==> src/rtl/beat_editor.sv <==
// Debounces scanned button presses and steps the per-button sound value, emitting one
// write command {step, value} per accepted press and keeping a shadow copy of all steps.
module beat_editor #(
  parameter int unsigned DEBOUNCE_CYCLES = 120000,
  parameter int unsigned NUM_VALUES      = 8
) (
  input  logic        clk,
  input  logic        rst,
  input  logic [3:0]  button_index,
  input  logic        button_pressed,
  output logic [6:0]  data_out,
  output logic        data_valid,
  output logic [47:0] step_values,
  output logic        busy
);

  typedef enum logic [2:0] {
    StIdle,
    StDebPress,
    StEmit,
    StHeld,
    StDebRelease
  } state_e;

  localparam logic [19:0] CntMax = 20'(DEBOUNCE_CYCLES);
  localparam logic [2:0]  ValMax = 3'(NUM_VALUES - 1);

  state_e      state_q, state_d;
  logic [19:0] cnt_q, cnt_d;
  logic [3:0]  s_idx_q;
  logic        s_prs_q;
  logic [3:0]  lat_idx_q, lat_idx_d;
  logic [6:0]  data_out_q, data_out_d;
  logic        data_valid_q, data_valid_d;
  logic [47:0] step_values_q, step_values_d;
  logic [2:0]  cur_val, nxt_val;

  assign cur_val = step_values_q[lat_idx_q*3 +: 3];
  assign nxt_val = (cur_val == ValMax) ? 3'd0 : cur_val + 3'd1;

  always_comb begin
    state_d       = state_q;
    cnt_d         = cnt_q;
    lat_idx_d     = lat_idx_q;
    data_out_d    = data_out_q;
    data_valid_d  = 1'b0;
    step_values_d = step_values_q;
    unique case (state_q)
      StIdle: begin
        if (s_prs_q) begin
          lat_idx_d = s_idx_q;
          cnt_d     = 20'd1;
          state_d   = StDebPress;
        end
      end
      StDebPress: begin
        // A release or a different button restarts the whole debounce from idle.
        if (!s_prs_q || (s_idx_q != lat_idx_q)) begin
          cnt_d   = '0;
          state_d = StIdle;
        end else if (cnt_q == CntMax) begin
          state_d = StEmit;
        end else begin
          cnt_d = cnt_q + 20'd1;
        end
      end
      StEmit: begin
        step_values_d[lat_idx_q*3 +: 3] = nxt_val;
        data_out_d                      = {lat_idx_q, nxt_val};
        data_valid_d                    = 1'b1;
        state_d                         = StHeld;
      end
      StHeld: begin
        if (!s_prs_q) begin
          cnt_d   = 20'd1;
          state_d = StDebRelease;
        end
      end
      StDebRelease: begin
        if (s_prs_q) begin
          state_d = StHeld;
        end else if (cnt_q == CntMax) begin
          cnt_d   = '0;
          state_d = StIdle;
        end else begin
          cnt_d = cnt_q + 20'd1;
        end
      end
      default: state_d = StIdle;
    endcase
  end

  always_ff @(posedge clk) begin
    if (rst) begin
      state_q       <= StIdle;
      cnt_q         <= '0;
      s_idx_q       <= '0;
      s_prs_q       <= 1'b0;
      lat_idx_q     <= '0;
      data_out_q    <= '0;
      data_valid_q  <= 1'b0;
      step_values_q <= '0;
    end else begin
      state_q       <= state_d;
      cnt_q         <= cnt_d;
      s_idx_q       <= button_index;
      s_prs_q       <= button_pressed;
      lat_idx_q     <= lat_idx_d;
      data_out_q    <= data_out_d;
      data_valid_q  <= data_valid_d;
      step_values_q <= step_values_d;
    end
  end

  assign data_out    = data_out_q;
  assign data_valid  = data_valid_q;
  assign step_values = step_values_q;
  assign busy        = (state_q != StIdle);

endmodule
==> config.mk <==
export PLATFORM = sky130hd
export DESIGN_NAME = beat_editor
export DESIGN_NICKNAME = d
export VERILOG_FILES = /design/src/rtl/beat_editor.sv
export SDC_FILE = /design/constraint.sdc
export NUM_CORES = 1
export LEC_CHECK = 0
export ABC_AREA = 1
export BUFFER_PORTS_ARGS = -buffer_cell sky130_fd_sc_hd__buf_2
export CORE_MARGIN = 3
export CORE_UTILIZATION = 60
export CTS_CLUSTER_DIAMETER = 30
export DETAILED_ROUTE_END_ITERATION = 10
export GPL_TIMING_DRIVEN = 0
export PLACE_DENSITY = 0.91
export SYNTH_ARGS = -nofsm -noshare
export SYNTH_HDL_FRONTEND = slang
export SYNTH_SLANG_ARGS = --single-unit
==> constraint.sdc <==
create_clock -name clk -period 7.2 [get_ports clk]
set_clock_uncertainty 0.2 [all_clocks]
set_input_delay 1.8 -clock clk [delete_from_list [all_inputs] [get_ports clk]]
set_output_delay 1.8 -clock clk [all_outputs]
set_load 0.03 [all_outputs]
==> metrics.log, run 1 <==
INFO  metric critPathTopFamily = flip-flops
INFO  metric synth_edf_count = 0
INFO  metric share_of_synthesized_flip_flops_with_an_asynchronous_set_or_reset = 0
INFO  metric tritoncts.num_buffers = 9
INFO  metric total_power = 1450 uW
INFO  metric antenna_left = 0
INFO  metric drt_pass1_iterations = 6
INFO  metric dp_hpwl = 11200 um
INFO  metric hold_start = data_out[1]
INFO  metric final_common_cell = sky130_fd_sc_hd__nand2_1
INFO  metric relSlewSlack = 0.544
INFO  metric finish.utilization = 0.726
INFO  metric num_antenna_cells = 0
INFO  metric clockRootBuffer = sky130_fd_sc_hd__clkbuf_8
INFO  metric synthesis.instances = 702
INFO  metric path_clk_slew = 0.10 ns
INFO  metric multi_input_comb_area = 2540 um^2
INFO  metric route.detailed.vias_per_inst = 5.92
INFO  metric num_rows = 31
INFO  metric detail_route.wirelength = 14700 um
INFO  metric layout.nets = 791
INFO  metric place.port_buffers = 63
INFO  metric power.switching = 621 uW
INFO  metric synth-seq-cells = 88
INFO  metric final.setup.tns = 0 ns
INFO  metric drv_slew = 0
INFO  metric end_kind = primary output
INFO  metric cts-resized-gates = 0
INFO  metric setup_violations = 0
INFO  metric r2r_end = step_values[32]
INFO  metric worstPathRequired = 5.20 ns
INFO  metric p_leak = 0.00249 uW
INFO  metric period_minus_slack = 3.38 ns
INFO  metric die_outline_area = 9090 um^2
INFO  metric rsz0062_at_grt = false
INFO  metric worstHoldPathType = reg -> reg
INFO  metric rrSetupSlack = 3.99 ns
INFO  metric share_comb_of_total_power = 0.382
INFO  metric synth_flop_cell = sky130_fd_sc_hd__dfxtp_1
INFO  metric r2r.worst_path.cells = 13
INFO  metric powerDensity = 267 nW/um^2
INFO  metric globalRoute.totalOverflow = 0
INFO  metric floorplan.die.width = 95.3 um
INFO  metric avgRoutedWirePerCell = 16.7 um
INFO  metric sequential_fraction_of_the_synthesis_area = 0.368
INFO  metric clock_tree.buffer_depth = 2
INFO  metric crit_path_most_repeated_cell = sky130_fd_sc_hd__nor2_1
INFO  metric grt_start_max_net_pins = 18
INFO  metric post-place-cells = 864
INFO  metric max-cap-violations = 0
INFO  metric cpPeakStageDelay = 0.35 ns
INFO  metric cts.sinks = 88
INFO  metric syn-num-nets = 717
INFO  metric final.period_utilization = 0.470
INFO  metric fraction_of_power_spent_switching_nets = 0.428
INFO  metric worst_setup_path_start_kind = register
INFO  metric cts_post_setup_buffers_inserted = 0
INFO  metric grt_pass1_vias = 4820
INFO  metric tightest_slew = 0.683 ns
INFO  metric n_fill_cell = 645
INFO  metric core-area = 7490 um^2
INFO  metric cts_tree = yes
INFO  metric grt_pass1_wl = 23700 um
INFO  metric maximum_achievable_frequency = 295 MHz
INFO  metric timing.critical_path.buf_inv = 3
INFO  metric power.internal = 829 uW
INFO  metric groute.usage.overall = 0.339
INFO  metric cp_data_arrival_time = 1.38 ns
INFO  metric overall_die_height = 95.3 um
INFO  metric critPathSlowestCell = sky130_fd_sc_hd__dfxtp_1
INFO  metric post_route_cells_drive_above_1_share = 0.170
INFO  metric peakVddDrop = 0.000212 V
INFO  metric layout_common_cells = sky130_fd_sc_hd__nand2_1, sky130_fd_sc_hd__dfxtp_1, sky130_fd_sc_hd__inv_1, sky130_fd_sc_hd__a21oi_1, sky130_fd_sc_hd__buf_2
INFO  metric worstSkewPairLatency = 0.37 ns
INFO  metric min_delay_path_depth = 2
INFO  metric top_level_ports = 64
INFO  metric power.share.clock = 0.254
INFO  metric cts_hold_buffers = 0
INFO  metric synth.cell_area = 4790 um^2
INFO  metric route.vias.total = 5212
INFO  metric seqCellArea = 1760 um^2
INFO  metric worst-path-stages = 5
INFO  metric detail_route.drc_violations = 0
INFO  metric finalHoldViolCount = 0
INFO  metric outcome = completed
INFO  metric cp_cell_sequence = nor2_1 -> inv_2 -> nor2_1 -> inv_1 -> buf_2
INFO  metric post_synth.cell_area_avg = 6.82 um^2
INFO  metric antenna_found_initial = 0
INFO  metric yosys_warnings = 0
INFO  metric share_seq_of_total_power = 0.364
INFO  metric crit_path_max_fanout = 5
INFO  metric floorplan.initialDensity = 0.640
INFO  metric final_cell_count_no_fill = 880
INFO  metric area_growth = 13.5%
INFO  metric detail_route.iter0.violations = 743
INFO  metric distinct_cell_type_count_after_synthesis = 43
INFO  metric clock_tree.htree_level_count = 3
INFO  metric crit_type = reg -> out
INFO  metric whs_endpoint = data_out[1]
INFO  metric timing.rr.start = lat_idx_q[0]
INFO  metric gpl.final_weighted_congestion = 0.962
cell usage after synthesis, types with 2 or more instances:
cell	instances	area (um^2)
sky130_fd_sc_hd__ha_1	8	100
sky130_fd_sc_hd__nor2_1	62	233
sky130_fd_sc_hd__inv_2	14	52.6
sky130_fd_sc_hd__nand4_1	15	93.8
sky130_fd_sc_hd__nor3_4	4	65.1
sky130_fd_sc_hd__clkbuf_1	13	48.8
sky130_fd_sc_hd__nor2_2	5	31.3
sky130_fd_sc_hd__o21ai_0	62	310
sky130_fd_sc_hd__o221ai_1	4	35.0
sky130_fd_sc_hd__a221oi_1	2	17.5
sky130_fd_sc_hd__nor2_4	4	45.0
sky130_fd_sc_hd__nor3b_1	3	22.5
sky130_fd_sc_hd__o21ai_1	10	50.1
sky130_fd_sc_hd__nand3_1	52	260
sky130_fd_sc_hd__nand2_1	151	567
sky130_fd_sc_hd__nor3_1	10	50.1
sky130_fd_sc_hd__nor3_2	2	20.0
sky130_fd_sc_hd__dfxtp_1	88	1760
sky130_fd_sc_hd__buf_2	4	20.0
sky130_fd_sc_hd__nand2_2	5	31.3
sky130_fd_sc_hd__a21oi_1	77	385
sky130_fd_sc_hd__nand2_4	2	22.5
sky130_fd_sc_hd__inv_1	80	300
sky130_fd_sc_hd__buf_6	5	56.3
sky130_fd_sc_hd__and2_1	2	12.5
worst reg2reg max path, cell delays in order (launching register included):
cell and delay, ns:
sky130_fd_sc_hd__dfxtp_1 0.46, sky130_fd_sc_hd__inv_2 0.15, sky130_fd_sc_hd__buf_4 0.21, sky130_fd_sc_hd__clkbuf_1 0.23
sky130_fd_sc_hd__nor2_1 0.27, sky130_fd_sc_hd__o221ai_1 0.19, sky130_fd_sc_hd__nand3_1 0.09, sky130_fd_sc_hd__nand2_1 0.06
sky130_fd_sc_hd__ha_1 0.19, sky130_fd_sc_hd__ha_1 0.39, sky130_fd_sc_hd__nand2_1 0.17, sky130_fd_sc_hd__inv_1 0.11
sky130_fd_sc_hd__nand3_1 0.19, sky130_fd_sc_hd__a21oi_1 0.21
worst max-delay path by stage:
stage / to / from
final: busy / state_q[0]
after global routing: busy / state_q[0]
after CTS: busy / state_q[0]
after detailed placement: step_values[5] / rst
after global placement: lat_idx_q[2] / rst
after floorplan: busy / state_q[0]
area by class of cell:
class                   count  share of cell area
flip-flops and latches     88               0.324
multi-input cells         497               0.468
clock buffers               9              0.0228
clock inverters             7              0.0154
inverters                  94              0.0649
repair buffers             63              0.0580
plain buffers              23              0.0244
well taps                  99              0.0228
per-stage QoR:
step	setup slack [ns]	hold slack, ns	instance area (um^2)
floorplan	4.36	0.269	4790
detailed placement	3.69	0.259	5230
global placement	3.69	0.258	5230
global route	3.72	0.313	5440
CTS	3.82	0.282	5440
finish	3.82	0.276	5440
power groups by stage:
| stage | registers (uW) | clock network [uW] | logic [uW] |
|---|---|---|---|
| final | 528 | 368 | 554 |
| after global placement | 537 | 0 | 525 |
| after detailed placement | 538 | 0 | 536 |
| after global routing | 530 | 396 | 599 |
| after floorplan | 537 | 0 | 402 |
| after CTS | 527 | 372 | 540 |
layer usage:
metal,global-route usage,up-vias,share of wire
met3,0.0892,43,0.13
met2,0.529,329,0.45
met4,0.125,0,0.027
met1,0.449,2377,0.40
met5,0,-,0
li1,-,2463,-
registers in the layout (all words and copies together), names as in the netlist:
name         count
cnt_q           20
s_prs_q          1
data_out         7
data_valid       1
lat_idx_q        4
step_values     48
state_q          3
s_idx_q          4
logic make-up after synthesis:
logic type,Yosys count,synth area share
adders and majority gates,8,0.0209
AOI/OAI and AO/OA,163,0.181
DFF,88,0.368
and+or+nand+nor,323,0.320
xor gates and xnor gates,3,0.00941
buffers and inverters,117,0.101
No activity file was read; power rests on OpenSTA's default activity.
==> run 2, diff against run 1 <==
--- a/config.mk
+++ b/config.mk
@@ -8,11 +8,11 @@
 export ABC_AREA = 1
 export BUFFER_PORTS_ARGS = -buffer_cell sky130_fd_sc_hd__buf_2
 export CORE_MARGIN = 3
-export CORE_UTILIZATION = 60
+export CORE_UTILIZATION = 52
 export CTS_CLUSTER_DIAMETER = 30
 export DETAILED_ROUTE_END_ITERATION = 10
 export GPL_TIMING_DRIVEN = 0
-export PLACE_DENSITY = 0.91
+export PLACE_DENSITY = 0.84
 export SYNTH_ARGS = -nofsm -noshare
 export SYNTH_HDL_FRONTEND = slang
 export SYNTH_SLANG_ARGS = --single-unit
==> constraint.sdc (replaced) <==
create_clock -name clk -period 2.75 [get_ports clk]
set_clock_uncertainty 0.2 [all_clocks]
set_input_delay 0.6875 -clock clk [delete_from_list [all_inputs] [get_ports clk]]
set_output_delay 0.6875 -clock clk [all_outputs]
set_load 0.03 [all_outputs]
==> run 2 against run 1 <==
Effect of this change:
- core utilization down 9.1 points
- register-to-register slack worse by 3.9 ns
- total power grew to 2.7 times the previous value
- die area grew 14%
- final cell count increased by 1.4%
- critical path type is now reg -> reg
==> metrics.log, run 2 (synthesis gave the netlist of run 1 again) <==
INFO  metric clockRootBuffer = sky130_fd_sc_hd__clkbuf_8
INFO  metric core-area = 8850 um^2 (+18%)
INFO  metric rrSetupSlack = 0.09 ns (-3.90 ns)
INFO  metric cts_hold_buffers = 0 (unchanged)
INFO  metric overall_die_height = 102 um (+6.9%)
INFO  metric drt-met1-wl = 6320 um (+7.2%)
INFO  metric crit_type = reg -> reg
INFO  metric fraction_of_power_spent_switching_nets = 0.411 (-0.0170)
INFO  metric path_clk_slew = 0.09 ns (about the same)
INFO  metric gpl.final_weighted_congestion = 0.984 (+2.2%)
INFO  metric max-cap-violations = 0 (unchanged)
INFO  metric clock_tree.htree_level_count = 3 (unchanged)
INFO  metric worstHoldPathType = reg -> reg
INFO  metric maximum_achievable_frequency = 376 MHz
INFO  metric powerDensity = 709 nW/um^2 (+170%)
INFO  metric die_outline_area = 10400 um^2 (+14%)
INFO  metric power.internal = 2350 uW (+180%)
INFO  metric p_leak = 0.00252 uW (+1.3%)
INFO  metric antenna_found_initial = 0 (unchanged)
INFO  metric share_seq_of_total_power = 0.348 (-0.016)
INFO  metric relSlewSlack = 0.568 (+0.0236)
INFO  metric drt_pass1_iterations = 7 (+1)
INFO  metric peakVddDrop = 0.000348 V (+64%)
INFO  metric avgRoutedWirePerCell = 17.2 um (+2.9%)
INFO  metric outcome = completed
INFO  metric detail_route.drc_violations = 0 (unchanged)
INFO  metric tightest_slew = 0.648 ns (-0.0354 ns)
INFO  metric globalRoute.totalOverflow = 0 (unchanged)
INFO  metric power.share.clock = 0.254 (about the same)
INFO  metric grt_pass1_vias = 4903 (+1.7%)
INFO  metric finalHoldViolCount = 0 (unchanged)
INFO  metric power.switching = 1640 uW (+160%)
INFO  metric drv_slew = 0 (unchanged)
INFO  metric layout_common_cells = sky130_fd_sc_hd__nand2_1, sky130_fd_sc_hd__dfxtp_1, sky130_fd_sc_hd__inv_1, sky130_fd_sc_hd__a21oi_1, sky130_fd_sc_hd__buf_2
INFO  metric worst_slack_at_placement = -0.354 ns (-4.04 ns)
INFO  metric groute.usage.overall = 0.305 (-0.0339)
INFO  metric floorplan.initialDensity = 0.541 (-0.0985)
INFO  metric wl_met2 = 7250 um (+11%)
INFO  metric worst_setup_path_start_kind = register
INFO  metric dp_hpwl = 11400 um (+1.7%)
INFO  metric floorplan.die.width = 102 um (+6.9%)
INFO  metric cp_data_arrival_time = 2.70 ns (+1.32 ns)
INFO  metric route.detailed.vias_per_inst = 5.88 (-0.64%)
INFO  metric route.met3.wl = 1370 um (-26%)
INFO  metric place.port_buffers = 63 (unchanged)
INFO  metric setup_ws = 0.0938 ns (-3.72 ns)
INFO  metric cts.sinks = 88 (unchanged)
INFO  metric final_common_cell = sky130_fd_sc_hd__nand2_1
INFO  metric setup_violations = 0 (unchanged)
INFO  metric route.vias.total = 5249 (+0.71%)
INFO  metric share_comb_of_total_power = 0.399 (+0.017)
INFO  metric num_antenna_cells = 0 (unchanged)
INFO  metric crit_path_max_fanout = 10 (+5)
INFO  metric grt_start_max_net_pins = 15 (-3)
INFO  metric largest_reg_flops = 48 (unchanged)
INFO  metric finish.utilization = 0.635 (-0.0908)
INFO  metric tritoncts.num_buffers = 9 (unchanged)
INFO  metric end_kind = register
INFO  metric layout.nets = 795 (+0.51%)
INFO  metric top_level_ports = 64 (unchanged)
INFO  metric antenna_left = 0 (unchanged)
INFO  metric routed.top_layer = met4
INFO  metric clock_tree.buffer_depth = 2 (unchanged)
INFO  metric rsz0062_at_grt = false
INFO  metric area_growth = 17.4%
INFO  metric worstPathRequired = 2.80 ns (-2.40 ns)
INFO  metric post_route_cells_drive_above_1_share = 0.208 (+0.0376)
INFO  metric grt_pass1_wl = 24800 um (+4.7%)
INFO  metric cts_tree = yes
INFO  metric period_minus_slack = 2.66 ns
INFO  metric detail_route.iter0.violations = 515 (-31%)
INFO  metric detail_route.wirelength = 15300 um (+4.3%)
INFO  metric final.period_utilization = 0.966
INFO  metric worstSkewPairLatency = 0.37 ns (about the same)
INFO  metric num_rows = 34 (+9.7%)
## run 2: changes by cell type in the layout (fill, tap and decap cells not counted), moves of 4 or more
cell	previous run	this run
sky130_fd_sc_hd__a21oi_2	1	7
sky130_fd_sc_hd__a21oi_1	77	71
sky130_fd_sc_hd__buf_4	1	7
sky130_fd_sc_hd__o21ai_0	62	58
sky130_fd_sc_hd__clkbuf_1	13	9
sky130_fd_sc_hd__inv_6	4	0
sky130_fd_sc_hd__o21ai_1	10	14
## run 2: layer usage
layer,global-route usage,up-vias
met5,0,-
met3,0.0621,46
met2,0.502,265
met4,0.0979,0
met1,0.402,2466
li1,-,2472
## run 2: layout make-up
cell class | count | area (um^2)
fill | 839 | 3230
sequential | 88 | 1770
inverter | 94 | 355
clock buffer | 10 | 138
multi-input combinational | 497 | 2640
buffer | 23 | 160
tap | 108 | 135
clock inverter | 5 | 81.3
timing repair buffer | 67 | 345
## run 2: worst paths after layout
check                             startpoint         endpoint  depth (start not counted)
worst max-delay path            lat_idx_q[0]  step_values[23]                         12
worst min-delay path             data_out[2]      data_out[2]                          2
worst max register to register  lat_idx_q[0]  step_values[23]                         12
worst min register to register   data_out[2]      data_out[2]                          2
## run 2: what timing repair did
item                                    CTS  global route
resized for setup                        15            35
setup buffers                             2             2
cloned                                    0             0
pin swaps                                 2             7
endpoints found under the setup margin   48            48
## run 2: worst max-delay path, stage by stage (launching register included)
cell and delay [ns]:
sky130_fd_sc_hd__dfxtp_4 0.38, sky130_fd_sc_hd__inv_4 0.12, sky130_fd_sc_hd__buf_4 0.21, sky130_fd_sc_hd__clkbuf_4 0.24, sky130_fd_sc_hd__nand2_1 0.07, sky130_fd_sc_hd__a221oi_1 0.36, sky130_fd_sc_hd__o22ai_1 0.16, sky130_fd_sc_hd__inv_1 0.13
sky130_fd_sc_hd__ha_4 0.24, sky130_fd_sc_hd__nand2_2 0.15, sky130_fd_sc_hd__nor3_2 0.05, sky130_fd_sc_hd__inv_1 0.13, sky130_fd_sc_hd__a21oi_1 0.08
## run 2: power groups by stage
stage          clock [uW]  combinational (uW)  sequential (uW)
6_report             1010                1590             1390
5_1_grt              1070                1720             1390
3_5_place_dp            0                1420             1410
3_3_place_gp            0                1400             1400
2_1_floorplan           0                1050             1410
4_1_cts              1010                1480             1380
## run 2: through the flow
step                power (uW)  area [um^2]  hold WS [ns]  TNS (ns)  cells
floorplan                 2460         4790         0.269         0    702
global placement          2810         5240         0.260    -11.26    873
detailed placement        2830         5240         0.257     -9.80    873
CTS                       3870         5520         0.270         0    890
global route              4180         5620         0.285         0    892
finish                    3990         5620         0.266         0    892
